<file path="config.mk">
export PLATFORM = sky130hd
export DESIGN_NAME = pac_seq
export DESIGN_NICKNAME = d
export VERILOG_FILES = /design/src/rtl/pac_seq.sv
export SDC_FILE = /design/constraint.sdc
export NUM_CORES = 1
export LEC_CHECK = 0
export ABC_CLOCK_PERIOD_IN_PS = 2700
export BUFFER_PORTS_ARGS = -buffer_cell sky130_fd_sc_hd__buf_2
export CORE_MARGIN = 4
export CORE_UTILIZATION = 52
export CTS_CLUSTER_SIZE = 30
export DETAILED_ROUTE_END_ITERATION = 10
export PLACE_DENSITY = 0.79
export REMOVE_ABC_BUFFERS = 1
export SLEW_MARGIN = 0
export SYNTH_ARGS = -nofsm -noshare
export SYNTH_HDL_FRONTEND = slang
export SYNTH_SLANG_ARGS = --single-unit
</file>
<file path="constraint.sdc">
create_clock -name clk -period 2.7 [get_ports clk]
set_clock_uncertainty 0.1 [all_clocks]
set_input_delay 0.27 -clock clk [delete_from_list [all_inputs] [get_ports clk]]
set_output_delay 0.27 -clock clk [all_outputs]
set_load 0.02 [all_outputs]
</file>
<file path="src/rtl/pac_seq.sv">
// pac_seq: table loader and phase-accumulator read sequencer for the pipelined CORDIC sine-amplitude core.
module pac_seq #(
  parameter int ACC_W    = 24,
  parameter int PIPE_LAT = 10
) (
  input  logic             clk,
  input  logic             reset,
  input  logic             load_req,
  input  logic             ld_valid,
  input  logic [47:0]      ld_data,
  output logic             ld_ready,
  input  logic             start,
  input  logic             stop,
  input  logic [ACC_W-1:0] phase0,
  input  logic [ACC_W-1:0] fcw,
  input  logic             fcw_load,
  output logic             cen,
  output logic             wen_trans,
  output logic [5:0]       index_wri,
  output logic [47:0]      D,
  output logic [2:0]       index_qua,
  output logic [5:0]       index_rea,
  output logic [6:0]       index_cor,
  output logic             table_ok,
  output logic             busy,
  output logic             sample_valid,
  output logic             done
);
  localparam int CW = $clog2(PIPE_LAT);
  typedef enum logic [1:0] {IDLE, LOAD, RUN, DRAIN} state_t;
  state_t state_q, state_d;
  logic [ACC_W-1:0] acc_q, acc_d, freq_q, freq_d;
  logic [5:0] addr_q, addr_d, wri_q, wri_d;
  logic [47:0] d_q, d_d;
  logic [CW-1:0] dcnt_q, dcnt_d;
  logic [PIPE_LAT-1:0] vsr_q;
  logic cen_q, cen_d, wen_q, wen_d, ok_q, ok_d, rdy_q, done_q, done_d, busy_q;
  logic hs;
  assign hs = ld_valid & rdy_q;
  always_comb begin
    state_d = state_q;
    acc_d   = acc_q;
    freq_d  = freq_q;
    addr_d  = addr_q;
    wri_d   = wri_q;
    d_d     = d_q;
    dcnt_d  = dcnt_q;
    ok_d    = ok_q;
    cen_d   = 1'b0;
    wen_d   = 1'b0;
    done_d  = 1'b0;
    case (state_q)
      IDLE:
        if (load_req) begin
          state_d = LOAD;
          addr_d  = '0;
          wri_d   = '0;
          ok_d    = 1'b0;
        end else if (start && ok_q) begin
          state_d = RUN;
          acc_d   = phase0;
          freq_d  = fcw;
          cen_d   = 1'b1;
        end
      LOAD:
        if (hs) begin
          d_d    = ld_data;
          wri_d  = addr_q;
          addr_d = addr_q + 6'd1;
          cen_d  = 1'b1;
          wen_d  = 1'b1;
          if (addr_q == 6'd63) begin
            state_d = IDLE;
            ok_d    = 1'b1;
          end
        end
      RUN: begin
        acc_d = acc_q + freq_q;
        if (stop) begin
          state_d = DRAIN;
          dcnt_d  = CW'(PIPE_LAT - 1);
        end else begin
          cen_d  = 1'b1;
          freq_d = fcw_load ? fcw : freq_q;
        end
      end
      default: begin
        // done is registered, so it is raised one count early to land in the final drain cycle
        done_d  = dcnt_q == CW'(1);
        state_d = (dcnt_q == '0) ? IDLE : state_q;
        dcnt_d  = (dcnt_q == '0) ? dcnt_q : dcnt_q - 1'b1;
      end
    endcase
  end
  always_ff @(posedge clk) begin
    if (!reset) begin
      state_q <= IDLE;
      acc_q   <= '0;
      freq_q  <= '0;
      addr_q  <= '0;
      wri_q   <= '0;
      d_q     <= '0;
      dcnt_q  <= '0;
      vsr_q   <= '0;
      cen_q   <= 1'b0;
      wen_q   <= 1'b0;
      ok_q    <= 1'b0;
      rdy_q   <= 1'b0;
      done_q  <= 1'b0;
      busy_q  <= 1'b0;
    end else begin
      state_q <= state_d;
      acc_q   <= acc_d;
      freq_q  <= freq_d;
      addr_q  <= addr_d;
      wri_q   <= wri_d;
      d_q     <= d_d;
      dcnt_q  <= dcnt_d;
      vsr_q   <= {vsr_q[PIPE_LAT-2:0], cen_q & ~wen_q};
      cen_q   <= cen_d;
      wen_q   <= wen_d;
      ok_q    <= ok_d;
      rdy_q   <= state_d == LOAD;
      done_q  <= done_d;
      busy_q  <= state_d != IDLE;
    end
  end
  assign ld_ready     = rdy_q;
  assign cen          = cen_q;
  assign wen_trans    = wen_q;
  assign index_wri    = wri_q;
  assign D            = d_q;
  assign index_qua    = acc_q[ACC_W-1 -: 3];
  assign index_rea    = acc_q[ACC_W-4 -: 6];
  assign index_cor    = acc_q[ACC_W-10 -: 7];
  assign table_ok     = ok_q;
  assign busy         = busy_q;
  assign sample_valid = vsr_q[PIPE_LAT-1];
  assign done         = done_q;
endmodule

</file>
==> flow_summary.json, run 1 <==
{
  "clkTransAtPathRegs_ns": 0.06,
  "detailed_route_wire_length_um": 18100,
  "post-route-min-period_ns": 2.553,
  "power.ir.vdd_worst_mv": 0.5075,
  "worstSetupStartpointType": "register",
  "grt_util_all_layers": 0.2727,
  "synth-warning-count": 0,
  "critical_path.endpoint_type": "register",
  "drc": 0,
  "numClockSinks": 130,
  "number_of_enable_type_register_cells_in_the_synthesized_netlist": 0,
  "syn_area_um2": 6113,
  "first_pass_grt_wire_length_um": 29080,
  "clock_tree.htree_level_count": 4,
  "report.final.setup_viol": 0,
  "place_ws_ns": 0.1696,
  "power.sequential.fraction": 0.416,
  "layout-area-overhead-vs-synth_pct": 36.66,
  "floorplan.core_area_um2": 11470,
  "timing.max_cap.violations": 0,
  "whs_ns": 0.01180,
  "routed_vias": 6084,
  "cts_tree": "built",
  "critical_path.max_stage_delay_ns": 0.44,
  "finish.instance_area_um2": 8354,
  "floorplan.rows": 39,
  "clkLatencyLatePin_ns": 0.43,
  "die_w_um": 116.4,
  "ctsRootBufferMaster": "clkbuf_16",
  "fp.dieH_um": 116.4,
  "category_of_the_critical_setup_timing_path": "reg2reg",
  "die_area_um2": 13550,
  "critical_path_arrival_ns": 2.78,
  "drt_iter0_drc": 315,
  "required_ns": 2.93,
  "worst_path_max_delay_cell": "or4b_1",
  "synth-async-reset-ratio": 0,
  "hold_buffers": 66,
  "n_fill_cell": 816,
  "routabilityCongestion": 0.9566,
  "finalHoldViolCount": 0,
  "detailedRoute.firstPassIterationCount": 5,
  "start_util": 0.5331,
  "postcts_resize_cnt": 0,
  "route.antenna.remaining_nets": 0,
  "grt_max_degree": 81,
  "routed_wirelength_normalized_by_instance_count_um": 16.11,
  "achievable-frequency_ghz": 0.3917,
  "final_critical_path_setup_slack_ns": 0.1467,
  "number_of_antenna_violations_at_the_first_check_in_global_routing": 0,
  "setup_repair_bufs_after_cts": 0,
  "synth-main-ff-cell": "dfxtp_1",
  "layout_worst_path_cycle_share": 0.9457,
  "grt_pass1_vias": 6065,
  "run_status": "finished clean",
  "timing.final.max_slew_violations": 0,
  "final_net_count": 1097,
  "hold_path_class": "in2reg",
  "ys_seq_elements": 130,
  "ys_seq_area_frac": 0.4257,
  "path_max_fanout": 4,
  "dp_hpwl_um": 11000,
  "switching_share": 0.2198,
  "timing_worst_slew_pin_value_ns": 0.9158,
  "timing.slew.headroom": 0.3895,
  "path_cells": "ha_1 > inv_1 > fa_1 > nor2b_4 > o31a_4 > a2111oi_4 > nor2_2 > a31oi_2 > or4b_1 > o311ai_1",
  "routed_via_density": 5.418,
  "grt_remaining_overflow": 0,
  "dpl-instance-area_um2": 7067,
  "rsz0062_at_grt": "false",
  "antenna_cell_count": 0,
  "ios": 180,
  "comb_power_share": 0.063,
  "numPortBuffers": 179,
  "post_synth_inst_count": 747,
  "cts_buffer_depth": 2,
  "static-leakage-power_uw": 0.003664,
  "clkPwrFrac": 0.521,
  "synthesis.area_per_instance_um2": 8.184,
  "layout-drive-gt1-share": 0.2469,
  "fin_setup_tns_ns": 0,
  "num_cts_buffers": 17,
  "intPower_uw": 3657,
  "switchingPower_uw": 1031,
  "power.density_cell_area_nw_per_um2": 561.1,
  "synth_cell_type_count": 56
}
per-stage QoR:
step | cells | util | power (µW)
2_1_floorplan | 690 | - | 2068
3_3_place_gp | 1025 | 0.6163 | 2200
3_5_place_dp | 1025 | 0.6163 | 2202
4_1_cts | 1123 | 0.7285 | 4700
5_1_grt | 1123 | 0.7285 | 4827
6_report | 1123 | 0.7285 | 4688
cells by family (layout without fill, tap and decap cells):
family / after synthesis / count (layout) / synth area share
AOI/OAI and AO/OA: 194 / 194 / 0.1975
xor gates and xnor gates: 18 / 18 / 0.02579
adders and majority gates: 27 / 27 / 0.05649
buffers and inverters: 65 / 298 / 0.05096
DFF: 130 / 130 / 0.4257
muxes: 24 / 24 / 0.03991
and+or+nand+nor: 289 / 289 / 0.2036
power groups by stage:
stage	sequential [µW]	combinational (µW)	clock, µW
3_5_place_dp	1990	212	0
6_report	1950	296	2440
2_1_floorplan	2010	60.0	0
5_1_grt	1950	318	2560
4_1_cts	1950	287	2460
3_3_place_gp	1990	210	0
layout make-up:
cell class	count	area (µm²)	share of cell area
clock inverter	13	183.9	0.02202
tap	143	178.9	0.02142
timing repair buffer	258	1692	0.2025
multi-input combinational	552	3224	0.3860
sequential	130	2603	0.3115
inverter	8	30.03	0.003594
clock buffer	19	442.9	0.05302
flip-flops by register name (all words and copies together), names as in the netlist:
register	cells
vsr_q	10
table_ok	1
D	48
addr_q	6
state_q	2
done	1
freq_q	24
acc_q	24
busy	1
cen	1
wen_trans	1
index_wri	6
ld_ready	1
dcnt_q	4
layer usage:
metal / wire, µm / vias up / track usage
met5: 0 / - / 0
met4: 328 / 0 / 0.09513
met3: 1590 / 29 / 0.09845
met2: 8737 / 250 / 0.4588
met1: 7439 / 2796 / 0.3216
li1: - / 3009 / -
synth_stat cells (6+ instances only):
library cell    n  area (µm²)
nand2_1       182       683.2
and2_1         12       75.07
a211oi_1       17       127.6
clkbuf_1       34       127.6
xor2_1         10       87.58
xnor2_1         8       70.07
a21oi_1       107       535.5
buf_4          16       120.1
nor2_1         40       150.1
ha_1           26       325.3
dfxtp_1       130        2603
and3_1         11       68.82
o21ai_0        15       75.07
a21o_1         11       82.58
nand3_1        14       70.07
buf_2           6       30.03
nand4_1         7       43.79
inv_1           7       26.28
or3_1           6       37.54
mux2i_1        21       210.2
path summary, 6_finish.rpt:
kind	endpoint	slack [ns]	startpoint	cells past startpoint
max	acc_q[22]	0.15	acc_q[0]	10
min	freq_q[16]	0.01	fcw[16]	3
max reg2reg	acc_q[22]	0.15	acc_q[0]	10
min reg2reg	vsr_q[0]	0.31	wen_trans	1
placed cells by master, fill, tap and decap left out, types with 3 or more instances in the layout:
master         Yosys  layout
buf_12             0       3
nor3_1             4       4
nand4_1            7       7
a31oi_1            5       5
buf_2              6     179
nand2b_1           3       3
a21o_1            11      11
dfxtp_1          130     130
o21ai_0           15      15
inv_1              7       7
mux2i_1           21      21
dlygate4sd3_1      0      66
nor2_1            40      40
ha_1              26      26
a211oi_1          17      17
mux2_2             3       3
o21ai_1            4       3
nand3_1           14      13
xnor2_1            8       8
clkbuf_16          0      17
a21oi_1          107     107
or3_1              6       6
o21bai_1           3       3
buf_4             16      10
o21a_1             4       4
and3_1            11      10
nor2b_1            5       5
xor2_1            10      10
clkinv_2           0       3
nand2_1          182     182
o22ai_1            4       4
bufinv_16          0       4
clkinvlp_4         0       3
and2_1            12      12
critical path, delay by kind of cell, from the launching register on:
| family | cells | cell delay (ns) |
|---|---|---|
| AO/OA/AOI/OAI | 4 | 0.89 |
| buffers and inverters | 1 | 0.08 |
| adder cells (fa/ha/maj) | 2 | 0.47 |
| flip-flops | 1 | 0.31 |
| AND/OR/NAND/NOR | 3 | 0.60 |
(Power assumes the default switching activity.)
==> run 2, diff against run 1 <==
==> constraint.sdc (replaced) <==
create_clock -name clk -period 2.7 [get_ports clk]
set_clock_uncertainty 0.1 [all_clocks]
set_input_delay 0.54 -clock clk [delete_from_list [all_inputs] [get_ports clk]]
set_output_delay 0.54 -clock clk [all_outputs]
set_load 0.02 [all_outputs]
==> run 2 against run 1 <==
  * Combinational power shrank 28%
  * Die area stayed put
  * Final cell count down 5.3%
  * Critical path depth unchanged
  * Utilization decreased by 5.3 points
  * Register-to-register slack worse by 0.08 ns
  * Wire length fell by 11%
  * Design area shrank 7.2%
  * Non-clock buffer count fell by 60
  * Highest routed layer is now met5
==> flow_summary.json, run 2 (same netlist as run 1, synthesis figures left out) <==
{
  "fp.dieH_um": 116.4,
  "clock_tree.htree_level_count": 4,
  "detailedRoute.firstPassIterationCount": 5,
  "layout-area-overhead-vs-synth_pct": 26.75,
  "finalHoldViolCount": 0,
  "critPathTopFamily": "compound AO/OA/AOI/OAI gates",
  "cts_buffer_depth": 2,
  "clkTransAtPathRegs_ns": 0.06,
  "num_cts_buffers": 17,
  "timing_worst_slew_pin_value_ns": 0.9358,
  "worst_hold_path_stage_count": 3,
  "drt_iter0_drc": 295,
  "antenna_cell_count": 0,
  "timing.final.max_slew_violations": 0,
  "numPortBuffers": 179,
  "category_of_the_critical_setup_timing_path": "reg2reg",
  "post-route-min-period_ns": 2.636,
  "routed_vias": 5753,
  "floorplan.core_area_um2": 11470,
  "achievable-frequency_ghz": 0.3793,
  "grt_remaining_overflow": 0,
  "route.antenna.remaining_nets": 0,
  "ctsRootBufferMaster": "clkbuf_16",
  "static-leakage-power_uw": 0.003406,
  "grt_pass1_vias": 5567,
  "first_pass_grt_wire_length_um": 25920,
  "routabilityCongestion": 0.9452,
  "worst_path_max_delay_cell": "or4b_4",
  "n_fill_cell": 971,
  "largest_register_ffs": 48,
  "rsz0062_at_grt": "true",
  "die_area_um2": 13550,
  "hold_buffers": 0,
  "layout_common_cells": "nand2_1, buf_2, dfxtp_1",
  "routed_wirelength_normalized_by_instance_count_um": 15.20,
  "grt_util_all_layers": 0.2430,
  "run_status": "finished clean",
  "routed_via_density": 5.412,
  "critical_path.endpoint_type": "register",
  "layout.cells.most_common": "nand2_1",
  "dp_hpwl_um": 11450,
  "layout_worst_path_cycle_share": 0.9764,
  "regArea_um2": 2605,
  "detailed_route_wire_length_um": 16160,
  "timing.slew.headroom": 0.3762,
  "path_buf_inv": 1,
  "cts_tree": "built",
  "path_max_fanout": 4,
  "hold_path_class": "in2reg",
  "worstSetupStartpointType": "register",
  "layout.cells.non_filler": 1063,
  "critical_path.max_stage_delay_ns": 0.49,
  "power.density_cell_area_nw_per_um2": 565.3,
  "power.ir.vdd_worst_mv": 0.5921,
  "fin_setup_tns_ns": 0,
  "start_util": 0.5331,
  "multi_input_comb_area_um2": 3273,
  "drc": 0,
  "numClockSinks": 130,
  "layout-drive-gt1-share": 0.2761,
  "worst-r2r-cell-count": 10,
  "critical_path_arrival_ns": 2.87,
  "ios": 180,
  "report.final.setup_viol": 0,
  "path_cells": "ha_4 > inv_2 > fa_2 > nor2b_4 > o31a_4 > a2111oi_4 > nor2_2 > a31oi_4 > or4b_4 > o311ai_4",
  "worst-path-stages": 10,
  "grt_max_degree": 50,
  "floorplan.rows": 39,
  "required_ns": 2.93,
  "timing.max_cap.violations": 0,
  "final_net_count": 1037,
  "place_inst": 1027,
  "die_w_um": 116.4,
  "number_of_antenna_violations_at_the_first_check_in_global_routing": 1,
  "clkLatencyLatePin_ns": 0.42
}
run 2: cell type report:
type | count | area share
clock inverters | 10 | 0.01405
inverters | 8 | 0.003875
clock buffers | 22 | 0.05991
repair buffers | 198 | 0.1405
well taps | 143 | 0.02309
flip-flops and latches | 130 | 0.3362
multi-input cells | 552 | 0.4224
run 2: worst paths after layout:
path	from	end	slack [ns]
worst min-delay path	ld_data[16]	D[16]	0.25
worst max register to register	acc_q[0]	acc_q[22]	0.06
worst max-delay path	acc_q[0]	acc_q[22]	0.06
worst min register to register	wen_trans	vsr_q[0]	0.32
run 2: worst reg2reg max path: stages (launching register included):
cell	delay [ns]
dfxtp_2	0.33
ha_4	0.16
inv_2	0.06
fa_2	0.23
nor2b_4	0.05
o31a_4	0.35
a2111oi_4	0.38
nor2_2	0.11
a31oi_4	0.20
or4b_4	0.49
o311ai_4	0.09
run 2: through the flow:
stage / utilization / total power (µW) / instance area [µm²] / hold WS, ns / setup WS [ns]
6_report: 0.6757 / 4380 / 7749 / 0.2538 / 0.06371
5_1_grt: 0.6757 / 4521 / 7749 / 0.2433 / -0.01971
4_1_cts: 0.6686 / 4428 / 7667 / 0.2318 / 0.09844
3_5_place_dp: 0.6187 / 2203 / 7094 / 0.3114 / 0.1477
3_3_place_gp: 0.6187 / 2201 / 7094 / 0.3128 / 0.1982
2_1_floorplan: - / 2068 / 5832 / 0.3118 / -2.744
run 2: routing by layer:
layer / GRT usage / up-vias / wire, µm
met5: 0 / - / 7
met4: 0.1005 / 2 / 325
met3: 0.09534 / 32 / 1655
met2: 0.4073 / 208 / 7815
met1: 0.2766 / 2613 / 6358
li1: - / 2898 / -
run 2: power breakdown:
part           total (µW)  switching [µW]  internal, µW
Clock                2220             820          1400
Sequential           1950            12.5          1940
Combinational         212             121          91.5
run 2: repair_timing:
action | CTS | global route
resized for setup | 0 | 11
setup endpoints to repair | 0 | 1
buffers inserted | 0 | 4
hold endpoints to repair | 0 | 0
